File: config.mk
export PLATFORM = sky130hd
export DESIGN_NAME = fm_demod_ctrl_flat
export DESIGN_NICKNAME = d
export VERILOG_FILES = /design/src/rtl/fm_demod_pkg.sv /design/src/rtl/fm_demod_ctrl_if.sv /design/src/rtl/fm_squelch_det.sv /design/src/rtl/fm_demod_ctrl.sv /design/src/flat_wrapper.sv
export SDC_FILE = /design/constraint.sdc
export NUM_CORES = 1
export LEC_CHECK = 0
export ABC_AREA = 0
export ABC_CLOCK_PERIOD_IN_PS = 2500
export CORE_MARGIN = 4
export CORE_UTILIZATION = 41
export CTS_CLUSTER_DIAMETER = 150
export CTS_CLUSTER_SIZE = 16
export DETAILED_ROUTE_END_ITERATION = 8
export GPL_ROUTABILITY_DRIVEN = 0
export GPL_TIMING_DRIVEN = 0
export MAX_ROUTING_LAYER = met4
export PLACE_DENSITY = 0.8
export SLEW_MARGIN = 20
export SYNTH_ARGS = -nofsm -noshare
export SYNTH_HDL_FRONTEND = slang
export SYNTH_SLANG_ARGS = --single-unit
export TNS_END_PERCENT = 1
File: constraint.sdc
create_clock -name clk -period 2.5 [get_ports clk]
set_input_delay 0.25 -clock clk [delete_from_list [all_inputs] [get_ports clk]]
set_output_delay 0.25 -clock clk [all_outputs]
set_load 0.02 [all_outputs]
File: src/rtl/fm_demod_pkg.sv
// Shared types and constants for the FM demodulator sequencing controller.
package fm_demod_pkg;

    // Controller states; the encoding is visible to software through st_state.
    typedef enum logic [1:0] {
        ST_IDLE  = 2'd0,
        ST_FLUSH = 2'd1,
        ST_PRIME = 2'd2,
        ST_RUN   = 2'd3
    } fm_state_e;

    // Demod pipeline is 5 deep; one extra cycle covers the registered IQ stage.
    localparam int FLUSH_CYCLES_MIN = 6;

    localparam logic [7:0] DEFAULT_INTERVAL = 8'd1;

    // An interval of zero is meaningless to the demodulator, so map it to 1.
    function automatic logic [7:0] map_interval(input logic [7:0] iv);
        return (iv == 8'd0) ? DEFAULT_INTERVAL : iv;
    endfunction

endpackage

File: src/rtl/fm_demod_ctrl_if.sv
// Streaming signals between IQ source, demodulator and audio sink.
// The controller connects through the master modport, the environment through slave.
interface fm_demod_ctrl_if #(
    parameter int DATA_W = 16,
    parameter int OUT_W  = 32
);
    logic                     s_iq_valid;
    logic signed [DATA_W-1:0] s_i_data;
    logic signed [DATA_W-1:0] s_q_data;
    logic                     m_iq_valid;
    logic signed [DATA_W-1:0] m_i_data;
    logic signed [DATA_W-1:0] m_q_data;
    logic signed [OUT_W-1:0]  fm_data;
    logic                     fm_valid;
    logic signed [OUT_W-1:0]  out_data;
    logic                     out_valid;

    modport master (
        input  s_iq_valid, s_i_data, s_q_data, fm_data, fm_valid,
        output m_iq_valid, m_i_data, m_q_data, out_data, out_valid
    );

    modport slave (
        output s_iq_valid, s_i_data, s_q_data, fm_data, fm_valid,
        input  m_iq_valid, m_i_data, m_q_data, out_data, out_valid
    );
endinterface

File: src/rtl/fm_squelch_det.sv
// Squelch detector: |I|+|Q| magnitude, threshold compare and hold counter.
// Squelch is asserted while SQ_HOLD consecutive low samples have been seen.
module fm_squelch_det #(
    parameter int DATA_W  = 16,
    parameter int SQ_HOLD = 16
) (
    input  logic                     clk,
    input  logic                     rst,
    input  logic                     clr_i,
    input  logic                     valid_i,
    input  logic signed [DATA_W-1:0] i_i,
    input  logic signed [DATA_W-1:0] q_i,
    input  logic        [DATA_W:0]   thresh_i,
    output logic                     squelch_o
);
    localparam int CNT_W = (SQ_HOLD < 1) ? 1 : $clog2(SQ_HOLD + 1);
    localparam logic [DATA_W-1:0] MOST_NEG = {1'b1, {(DATA_W-1){1'b0}}};
    localparam logic [DATA_W-1:0] MAX_POS  = {1'b0, {(DATA_W-1){1'b1}}};

    // Saturating absolute value so the most-negative code cannot wrap.
    function automatic logic [DATA_W-1:0] sat_abs(input logic [DATA_W-1:0] x);
        if (x == MOST_NEG) begin
            return MAX_POS;
        end else if (x[DATA_W-1]) begin
            return -x;
        end else begin
            return x;
        end
    endfunction

    logic [DATA_W:0]  mag;
    logic [CNT_W-1:0] low_cnt_q, low_cnt_d;

    // Magnitude and low-run counter update.
    always_comb begin
        mag       = {1'b0, sat_abs(i_i)} + {1'b0, sat_abs(q_i)};
        low_cnt_d = low_cnt_q;
        if (clr_i) begin
            low_cnt_d = '0;
        end else if (valid_i) begin
            if (mag < thresh_i) begin
                if (low_cnt_q != CNT_W'(SQ_HOLD)) begin
                    low_cnt_d = low_cnt_q + CNT_W'(1);
                end
            end else begin
                low_cnt_d = '0;
            end
        end
    end

    // Low-run counter register.
    always_ff @(posedge clk) begin
        if (rst) begin
            low_cnt_q <= '0;
        end else begin
            low_cnt_q <= low_cnt_d;
        end
    end

    assign squelch_o = (low_cnt_q == CNT_W'(SQ_HOLD));

endmodule

File: src/rtl/fm_demod_ctrl.sv
// FM demodulator sequencing controller: gates the IQ feed, owns the demod
// sample interval (applied only after a pipeline flush), drops warm-up outputs.
// Optional squelch: define FM_DEMOD_CTRL_SQUELCH_EN.
module fm_demod_ctrl
    import fm_demod_pkg::*;
#(
    parameter int DATA_W       = 16,
    parameter int OUT_W        = 32,
    parameter int FLUSH_CYCLES = 8,
    parameter int WARMUP_OUTS  = 4,
    parameter int SQ_HOLD      = 16
) (
    input  logic                clk,
    input  logic                rst,
    input  logic                cfg_enable,
    input  logic [7:0]          cfg_interval,
    input  logic                cfg_update,
    fm_demod_ctrl_if.master     bus,
    output logic [7:0]          demod_interval,
    output logic [1:0]          st_state,
    output logic [15:0]         st_discard_cnt,
    output logic                st_busy
`ifdef FM_DEMOD_CTRL_SQUELCH_EN
   ,input  logic [DATA_W:0]     sq_thresh,
    output logic                st_squelch
`endif
);
    localparam int FLUSH_W = $clog2(FLUSH_CYCLES);
    localparam int WARM_W  = (WARMUP_OUTS == 0) ? 1 : $clog2(WARMUP_OUTS + 1);

    if (FLUSH_CYCLES < FLUSH_CYCLES_MIN) begin : g_bad_flush
        $error("FLUSH_CYCLES too small to drain the demod pipeline");
    end
    if (SQ_HOLD < 1) begin : g_bad_hold
        $error("SQ_HOLD must be at least 1");
    end

    fm_state_e            state_q, state_d;
    logic [FLUSH_W-1:0]   flush_cnt_q, flush_cnt_d;
    logic [WARM_W-1:0]    warm_cnt_q, warm_cnt_d;
    logic                 pend_flag_q, pend_flag_d;
    logic [7:0]           pend_int_q, pend_int_d;
    logic [7:0]           interval_q, interval_d;
    logic [15:0]          discard_q, discard_d;
    logic                 iq_vld_q;
    logic [DATA_W-1:0]    i_q, q_q;
    logic [OUT_W-1:0]     out_data_q, out_data_d;
    logic                 out_valid_q;
    logic                 feed_open;
    logic [7:0]           upd_int;

    assign feed_open = (state_q == ST_PRIME) || (state_q == ST_RUN);
    assign upd_int   = map_interval(cfg_interval);

    // Next-state, pending-interval and counter logic.
    always_comb begin
        state_d     = state_q;
        flush_cnt_d = flush_cnt_q;
        warm_cnt_d  = warm_cnt_q;
        pend_flag_d = pend_flag_q;
        pend_int_d  = pend_int_q;
        interval_d  = interval_q;
        discard_d   = discard_q;

        if (cfg_update) begin
            pend_flag_d = 1'b1;
            pend_int_d  = upd_int;
        end

        case (state_q)
            ST_IDLE: begin
                flush_cnt_d = '0;
                if (cfg_enable) state_d = ST_FLUSH;
            end
            ST_FLUSH: begin
                if (!cfg_enable) begin
                    state_d     = ST_IDLE;
                    flush_cnt_d = '0;
                end else if (flush_cnt_q == FLUSH_W'(FLUSH_CYCLES - 1)) begin
                    // An update landing on the final count is applied directly.
                    if (cfg_update) begin
                        interval_d = upd_int;
                    end else if (pend_flag_q) begin
                        interval_d = pend_int_q;
                    end
                    pend_flag_d = 1'b0;
                    flush_cnt_d = '0;
                    warm_cnt_d  = '0;
                    state_d     = ST_PRIME;
                end else begin
                    flush_cnt_d = flush_cnt_q + FLUSH_W'(1);
                end
            end
            ST_PRIME: begin
                if (bus.fm_valid && (WARMUP_OUTS != 0)) begin
                    warm_cnt_d = warm_cnt_q + WARM_W'(1);
                    if (discard_q != '1) discard_d = discard_q + 16'd1;
                end
                if (!cfg_enable) begin
                    state_d = ST_IDLE;
                end else if (cfg_update) begin
                    state_d = ST_FLUSH;
                end else if ((WARMUP_OUTS == 0) ||
                             (bus.fm_valid && (warm_cnt_q == WARM_W'(WARMUP_OUTS - 1)))) begin
                    state_d = ST_RUN;
                end
            end
            ST_RUN: begin
                if (!cfg_enable) begin
                    state_d = ST_IDLE;
                end else if (cfg_update) begin
                    state_d = ST_FLUSH;
                end
            end
            default: state_d = ST_IDLE;
        endcase
    end

    // Control state registers.
    always_ff @(posedge clk) begin
        if (rst) begin
            state_q     <= ST_IDLE;
            flush_cnt_q <= '0;
            warm_cnt_q  <= '0;
            pend_flag_q <= 1'b0;
            pend_int_q  <= DEFAULT_INTERVAL;
            interval_q  <= DEFAULT_INTERVAL;
            discard_q   <= '0;
        end else begin
            state_q     <= state_d;
            flush_cnt_q <= flush_cnt_d;
            warm_cnt_q  <= warm_cnt_d;
            pend_flag_q <= pend_flag_d;
            pend_int_q  <= pend_int_d;
            interval_q  <= interval_d;
            discard_q   <= discard_d;
        end
    end

`ifdef FM_DEMOD_CTRL_SQUELCH_EN
    logic sq_active;

    fm_squelch_det #(
        .DATA_W  (DATA_W),
        .SQ_HOLD (SQ_HOLD)
    ) u_squelch (
        .clk       (clk),
        .rst       (rst),
        .clr_i     (!feed_open),
        .valid_i   (bus.m_iq_valid),
        .i_i       (i_q),
        .q_i       (q_q),
        .thresh_i  (sq_thresh),
        .squelch_o (sq_active)
    );

    assign st_squelch = sq_active;
    assign out_data_d = sq_active ? '0 : bus.fm_data;
`else
    assign out_data_d = bus.fm_data;
`endif

    // Registered IQ feed and audio output stages.
    always_ff @(posedge clk) begin
        if (rst) begin
            iq_vld_q    <= 1'b0;
            i_q         <= '0;
            q_q         <= '0;
            out_data_q  <= '0;
            out_valid_q <= 1'b0;
        end else begin
            iq_vld_q    <= bus.s_iq_valid;
            i_q         <= bus.s_i_data;
            q_q         <= bus.s_q_data;
            out_data_q  <= out_data_d;
            out_valid_q <= bus.fm_valid && (state_q == ST_RUN);
        end
    end

    // Strobe is gated by the current state so a flush blocks the feed immediately.
    assign bus.m_iq_valid = iq_vld_q && feed_open;
    assign bus.m_i_data   = i_q;
    assign bus.m_q_data   = q_q;
    assign bus.out_data   = out_data_q;
    assign bus.out_valid  = out_valid_q;

    assign demod_interval = interval_q;
    assign st_state       = state_q;
    assign st_discard_cnt = discard_q;
    assign st_busy        = (state_q == ST_FLUSH) || (state_q == ST_PRIME);

endmodule

File: src/flat_wrapper.sv
// flat-port wrapper written by rule: the top's interface ports become plain ports
module fm_demod_ctrl_flat import fm_demod_pkg::*;
#(
    parameter int DATA_W       = 16,
    parameter int OUT_W        = 32,
    parameter int FLUSH_CYCLES = 8,
    parameter int WARMUP_OUTS  = 4,
    parameter int SQ_HOLD      = 16
)
  (clk, rst, cfg_enable, cfg_interval, cfg_update, demod_interval, st_state, st_discard_cnt, st_busy, bus_s_iq_valid, bus_s_i_data, bus_s_q_data, bus_fm_data, bus_fm_valid, bus_m_iq_valid, bus_m_i_data, bus_m_q_data, bus_out_data, bus_out_valid);
  fm_demod_ctrl_if #(.DATA_W(DATA_W), .OUT_W(OUT_W)) bus_i ();
  input  logic clk;
  input  logic rst;
  input  logic cfg_enable;
  input  logic [7:0] cfg_interval;
  input  logic cfg_update;
  output logic [7:0] demod_interval;
  output logic [1:0] st_state;
  output logic [15:0] st_discard_cnt;
  output logic st_busy;
  input wire logic [$bits(bus_i.s_iq_valid)-1:0] bus_s_iq_valid;
  input wire logic [$bits(bus_i.s_i_data)-1:0] bus_s_i_data;
  input wire logic [$bits(bus_i.s_q_data)-1:0] bus_s_q_data;
  input wire logic [$bits(bus_i.fm_data)-1:0] bus_fm_data;
  input wire logic [$bits(bus_i.fm_valid)-1:0] bus_fm_valid;
  output wire logic [$bits(bus_i.m_iq_valid)-1:0] bus_m_iq_valid;
  output wire logic [$bits(bus_i.m_i_data)-1:0] bus_m_i_data;
  output wire logic [$bits(bus_i.m_q_data)-1:0] bus_m_q_data;
  output wire logic [$bits(bus_i.out_data)-1:0] bus_out_data;
  output wire logic [$bits(bus_i.out_valid)-1:0] bus_out_valid;
  assign bus_i.s_iq_valid = bus_s_iq_valid;
  assign bus_i.s_i_data = bus_s_i_data;
  assign bus_i.s_q_data = bus_s_q_data;
  assign bus_i.fm_data = bus_fm_data;
  assign bus_i.fm_valid = bus_fm_valid;
  assign bus_m_iq_valid = bus_i.m_iq_valid;
  assign bus_m_i_data = bus_i.m_i_data;
  assign bus_m_q_data = bus_i.m_q_data;
  assign bus_out_data = bus_i.out_data;
  assign bus_out_valid = bus_i.out_valid;
  fm_demod_ctrl #(.DATA_W(DATA_W), .OUT_W(OUT_W), .FLUSH_CYCLES(FLUSH_CYCLES), .WARMUP_OUTS(WARMUP_OUTS), .SQ_HOLD(SQ_HOLD)) u_core (.clk(clk), .rst(rst), .cfg_enable(cfg_enable), .cfg_interval(cfg_interval), .cfg_update(cfg_update), .bus(bus_i), .demod_interval(demod_interval), .st_state(st_state), .st_discard_cnt(st_discard_cnt), .st_busy(st_busy));
endmodule
---- After elaboration in Yosys (flattened, before gate mapping) ----
Cells that the tools add are included.
storage, ports and cells
  register bits after elaboration ......... 107
  input port bits ......................... 78
  output and inout port bits .............. 93
  logic and storage cells ................. 65
cells by class
  $add $sub $neg .......................... 3
  eq/ne operators ......................... 13
  multiplexer cells ....................... 23
  reductions and logical operators ........ 14
operator list
  kind                                                    number
  two-way mux 8 bit                                       3
  adder 16 x 1 -> 16 bit (second input constant)          1
  two-way mux 2 bit                                       8
  inequality test 16 bit (second input constant)          1
  two-way mux 3 bit                                       5
  case mux 3 bit (2 select lines)                         2
  AND reduction 4 bit                                     3
  logical NOT 8 bit                                       1
  case mux 2 bit (4 select lines)                         1
  adder 3 x 1 -> 3 bit (second input constant)            2
  inequality test 2 bit (second input constant)           3
  nonzero test 2 bit                                      3
  equality test 2 bit (second input constant)             2
  two-way mux 1 bit                                       4
  inequality test 4 bit (second input constant)           1
  equality test 3 x 2 -> 1 bit (second input constant)    1
  equality test 3 bit (second input constant)             1
  logical AND 1 bit                                       3
  inequality test 3 x 2 -> 1 bit (second input constant)  1
  inequality test 3 bit (second input constant)           1
  AND reduction 3 bit                                     1
  equality test 2 x 1 -> 1 bit (second input constant)    1
  logical NOT 2 bit                                       1
  logical OR 1 bit                                        2
  inequality test 2 x 1 -> 1 bit (second input constant)  1

---- Depth between registers and ports, before layout ----
Gate-level depths: netlist of the first run.
  depth after elaboration ................. 6
  mapped depth ............................ 8
  gate-level depth less buffers ........... 7

---- Worst setup path before layout of the first run ----
OpenSTA, ideal clock, no wires.
  kind .................................... flip-flop to flip-flop
  from .................................... register u_core.state_q[1], in the netlist u_core.st_state[1]
  to ...................................... register u_core.discard_q[9], in the netlist u_core.st_discard_cnt[9]
  setup time .............................. 0.071 ns
  arrival time ............................ 1.896 ns
  slack ................................... 0.533 ns
  cell stages (with the launch flop) ...... 7
  buffers on the path ..................... 1
  cell sequence ........................... dfxtp_1 ha_1 clkbuf_2 nand2_1 or4b_4 or3_1 a21oi_1
on the way
  word-level cells in the longest chain between the ends .. 2
ends and longest elaborated chain
  item                           line                  text
  start: declaration             fm_demod_ctrl.sv:38   fm_state_e state_q, state_d;
  start signal: assignment       fm_demod_ctrl.sv:130  state_q <= state_d;
  equality test 2 bit            fm_demod_ctrl.sv:70   case (state_q)
  AND reduction 3 bit (no line)  n/a
  end signal: assignment         fm_demod_ctrl.sv:136  discard_q <= discard_d;
  end: declaration               fm_demod_ctrl.sv:44   logic [15:0] discard_q, discard_d;
No other way between the ends.
A chain may end at the register's enable or synchronous reset.

---- Worst setup path after layout of the first run ----
  from .................................... register u_core.state_q[0], in the netlist u_core.st_state[0]
  to ...................................... output port bus_m_iq_valid
on the way
  word-level cells in the longest chain between the ends .. 3
  elaborated cells between the ends (all ways) .. 4
  classes of those cells .................. 2 x eq/ne; 2 x reduce/logical
ends and longest elaborated chain
  item                   line                  text
  equality test 2 bit    fm_demod_ctrl.sv:52   assign feed_open = (state_q == ST_PRIME) || (state_q == ST_RUN);
  logical OR 1 bit (*)   fm_demod_ctrl.sv:52
  logical AND 1 bit (*)  fm_demod_ctrl.sv:181  assign bus.m_iq_valid = iq_vld_q && feed_open;
  end: declaration       flat_wrapper.sv:26    output wire logic [$bits(bus_i.m_iq_valid)-1:0] bus_m_iq_valid;
Every way passes the cells marked *; elsewhere a longest branch is shown, timed or not.

==> reports/results.txt, run 1 <==
result of the run: complete, no violations
Core Util, Final: 65.2%
destination of the worst hold path: u_core.bus.m_q_data[12]$_SDFF_PP0_
power density over the cells: 583 nW/um2
warning count from the yosys run: 0
Max stage delay cell, worst path: sky130_fd_sc_hd__clkdlybuf4s50_1
placed cell areas: 5500 um2
count of cells along the worst hold path: 2
# Max-Cap Violations: 0
Vert. Die Dim: 103 um
Die Area: 10500 um2
worst setup path startpoint: u_core.st_state[0]$_SDFFE_PP0P_
Pleak: 2.12 nW
total via count in the routed design: 3043
remaining antenna violation count: 0
RSZ-0062 raised after global routing: false
sequential power share: 54.4%
total grt overflow: 0
Residual DRC: 0
total negative slack: 0 ns
most frequent cells in the layout: sky130_fd_sc_hd__clkdlybuf4s50_1 (169), sky130_fd_sc_hd__dfxtp_1 (107), sky130_fd_sc_hd__nor2b_1 (66)
Worst Hold Class: in2reg
Net Switching: 0.000872 W
top-level I/O count: 171
minimum clock period: 2.23 ns
layout overhead on the synthesized area: 54.8%
grt met3 use: 7.17%
DP HPWL: 7.56 mm
per-cell routed wire length: 14.8 um
setup bufs post-CTS: 0
detail-routed via count per cell: 4.73
Synth cell types: 40
relative max-transition margin: 60.2%
share of post-route cells with drive strength above 1: 5.41%
cell-by-cell listing of the critical path: inv_1, ha_1, clkbuf_2, o21a_1, clkdlybuf4s50_1
Resized Gates After CTS: 0
number of enable flip-flop cells after synthesis: 0
reg-to-reg critical path endpoint: u_core.demod_interval[7]$_SDFFE_PP0P_
highest cell delay on the worst timing path: 0.53 ns
total routed wirelength: 9.51 mm
clock tree skew after final layout: 0.0166 ns
number of iterations in the first detailed-routing pass: 4
clk_lat worst skew: 0.35 ns
vias in the first global route: 3085
most common cell after layout, fill and taps aside: sky130_fd_sc_hd__clkdlybuf4s50_1
number of DRC markers after the initial detailed-route iteration: 64
total track usage: 18.7%
RR Startpoint: u_core.st_state[1]$_SDFFE_PP0P_
Max Transition Viols Final: 0
Final Hold Fails: 0
clock slew at reported path FFs: 0.11 ns
critical path launch point type: register
post-route cell area: 5680 um2
Fmax: 0.448 GHz
Critical Path RT: 2.25 ns
met2 track utilization from global routing: 30.8%
CTS root buffer: sky130_fd_sc_hd__clkbuf_8
total nets after synthesis: 438
Most used DFF post-synth: sky130_fd_sc_hd__dfxtp_1
nature of the critical path endpoint: output pin
arrival time at the worst endpoint: 1.98 ns
share of synthesized area occupied by flip-flops and latches: 58.4%
CTS Buf Count: 9
grt peak-use layer: met2
floorplan row count: 34
total core area: 8720 um2
Final nets: 618
TritonCTS clock tree: built
post-synth design cell area: 3670 um2
horizontal die dimension: 103 um
source of the worst hold timing path: bus_s_q_data[12]
worst ir drop on vdd: 0.000433 V
htree depth: 3
global-route wire length before repair: 14.9 mm
flops & latches, synth: 107
IO buf count: 169
Internal: 0.00244 W
largest fanout on the critical path: 7
proportion of power drawn by the clock network: 29.8%
number of hold-repair buffers added at the cts stage: 0
setup slack of the worst register-to-register path: 0.36 ns
placed cells: 628
transition time at the pin with the least slew margin: 0.592 ns
fraction of power spent switching nets: 26.3%
Clock Path Buffers: 2
number of cells produced by synthesis: 351
# setup viols final: 0
met1 track utilization from global routing: 21.6%
diodes inserted: 0
largest net degree at the start of global routing: 20
Setup Crit Path Kind: reg2out
initial antenna violation count: 0
fin crit share: 89.2%
fillers: 692
number of cells on the worst reg-to-reg path: 8
async set or reset register ratio after synthesis: 0%
count of clock tree sinks: 107
combinational power share: 15.8%
Initial Utilization: 42.1%
non-filler instance count after layout: 644
average instance area after synthesis: 10.5 um2
[worst max-delay path by stage]
stage	to	slack (ns)	cells past startpoint
detailed placement	u_core.demod_interval[5]$_SDFFE_PP0P_	0.24	7
global route	u_core.demod_interval[6]$_SDFFE_PP0P_	0.09	8
global placement	u_core.demod_interval[5]$_SDFFE_PP0P_	0.30	7
CTS	bus_m_iq_valid	0.25	5
floorplan	u_core.st_discard_cnt[9]$_SDFFE_PP0P_	0.53	6
finish	bus_m_iq_valid	0.27	5
[power groups by stage]
stage | sequential, W | clock, W | combinational [W]
3_5_place_dp | 0.00184 | 0 | 0.000526
4_1_cts | 0.00181 | 0.00101 | 0.000530
2_1_floorplan | 0.00192 | 0 | 0.000157
5_1_grt | 0.00181 | 0.00110 | 0.000565
6_report | 0.00180 | 0.000986 | 0.000523
3_3_place_gp | 0.00184 | 0 | 0.000514
[metrics by stage]
step / total power (W) / hold slack [ns] / setup WS (ns)
2_1_floorplan: 0.00207 / 0.371 / 0.533
4_1_cts: 0.00335 / 0.422 / 0.251
3_5_place_dp: 0.00237 / 0.462 / 0.237
6_report: 0.00331 / 0.434 / 0.270
5_1_grt: 0.00348 / 0.410 / 0.0924
3_3_place_gp: 0.00235 / 0.441 / 0.300
[kinds of logic after synthesis]
family          after synthesis  share of synthesized area (%)
buf+inv                      26                           2.86
xor+xnor                     13                           3.10
mux                          10                           2.76
flops                       107                           58.4
compound gates               36                           6.38
simple gates                150                           23.5
fa+ha+maj                     9                           3.07
[worst max-delay path, delay by kind of cell (launching register included)]
family	cells	cell delay (ns)
AOI/OAI and AO/OA	1	0.20
adders and majority gates	1	0.20
buffers and inverters	3	0.81
DFF	1	0.44
[layer usage]
metal / vias to the layer above / part of all wire [%]
li1: 1521 / -
met1: 1404 / 40
met2: 112 / 50
met3: 6 / 8.9
met4: 0 / 0.98
met5: - / 0
[area by class of cell]
cell class	count	area [um2]	area share (%)
Timing Repair Buffer	169	1690	29.8
Clock buffer	9	124	2.18
Sequential cell	107	2140	37.7
Buffer	18	75.1	1.32
Tap cell	108	135	2.38
Clock inverter	7	61.3	1.08
Inverter	8	30.0	0.529
Multi-Input combinational cell	218	1420	25.0
[sequential cells by signal, indices dropped and copies added (netlist names)]
register / count
u_core.st_discard_cnt: 16
u_core.pend_flag_q: 1
u_core.iq_vld_q: 1
u_core.warm_cnt_q: 3
u_core.flush_cnt_q: 3
u_core.bus.out_valid: 1
u_core.pend_int_q: 8
u_core.demod_interval: 8
u_core.bus.m_q_data: 16
u_core.bus.m_i_data: 16
u_core.st_state: 2
u_core.bus.out_data: 32
[synth_stat cells (2+ instances only)]
cell	n	share of area (%)
sky130_fd_sc_hd__nor3b_1	2	0.41
sky130_fd_sc_hd__xnor2_1	12	2.9
sky130_fd_sc_hd__nand2b_1	4	0.68
sky130_fd_sc_hd__nor2_1	39	4.0
sky130_fd_sc_hd__inv_1	8	0.82
sky130_fd_sc_hd__ha_1	9	3.1
sky130_fd_sc_hd__clkbuf_1	11	1.1
sky130_fd_sc_hd__nor4b_1	2	0.48
sky130_fd_sc_hd__nand3_1	6	0.82
sky130_fd_sc_hd__a31oi_1	2	0.34
sky130_fd_sc_hd__buf_2	5	0.68
sky130_fd_sc_hd__and4_1	2	0.48
sky130_fd_sc_hd__nand4_1	2	0.34
sky130_fd_sc_hd__nand2_1	9	0.92
sky130_fd_sc_hd__a21oi_1	13	1.8
sky130_fd_sc_hd__a211oi_1	13	2.7
sky130_fd_sc_hd__mux2i_1	9	2.5
sky130_fd_sc_hd__nor2b_1	66	11
sky130_fd_sc_hd__nor3_1	7	0.95
sky130_fd_sc_hd__dfxtp_1	107	58
sky130_fd_sc_hd__nand3b_1	2	0.41
sky130_fd_sc_hd__o21ai_0	3	0.41
Power figures use the tool's default switching activity.
==> run 2, diff against run 1 <==
CAP_MARGIN = 10   (was unset)
SKIP_LAST_GASP = 1   (was unset)
==> results of run 2 <==
Same layout as run 1: the final DEF is identical, and so are final timing and power.
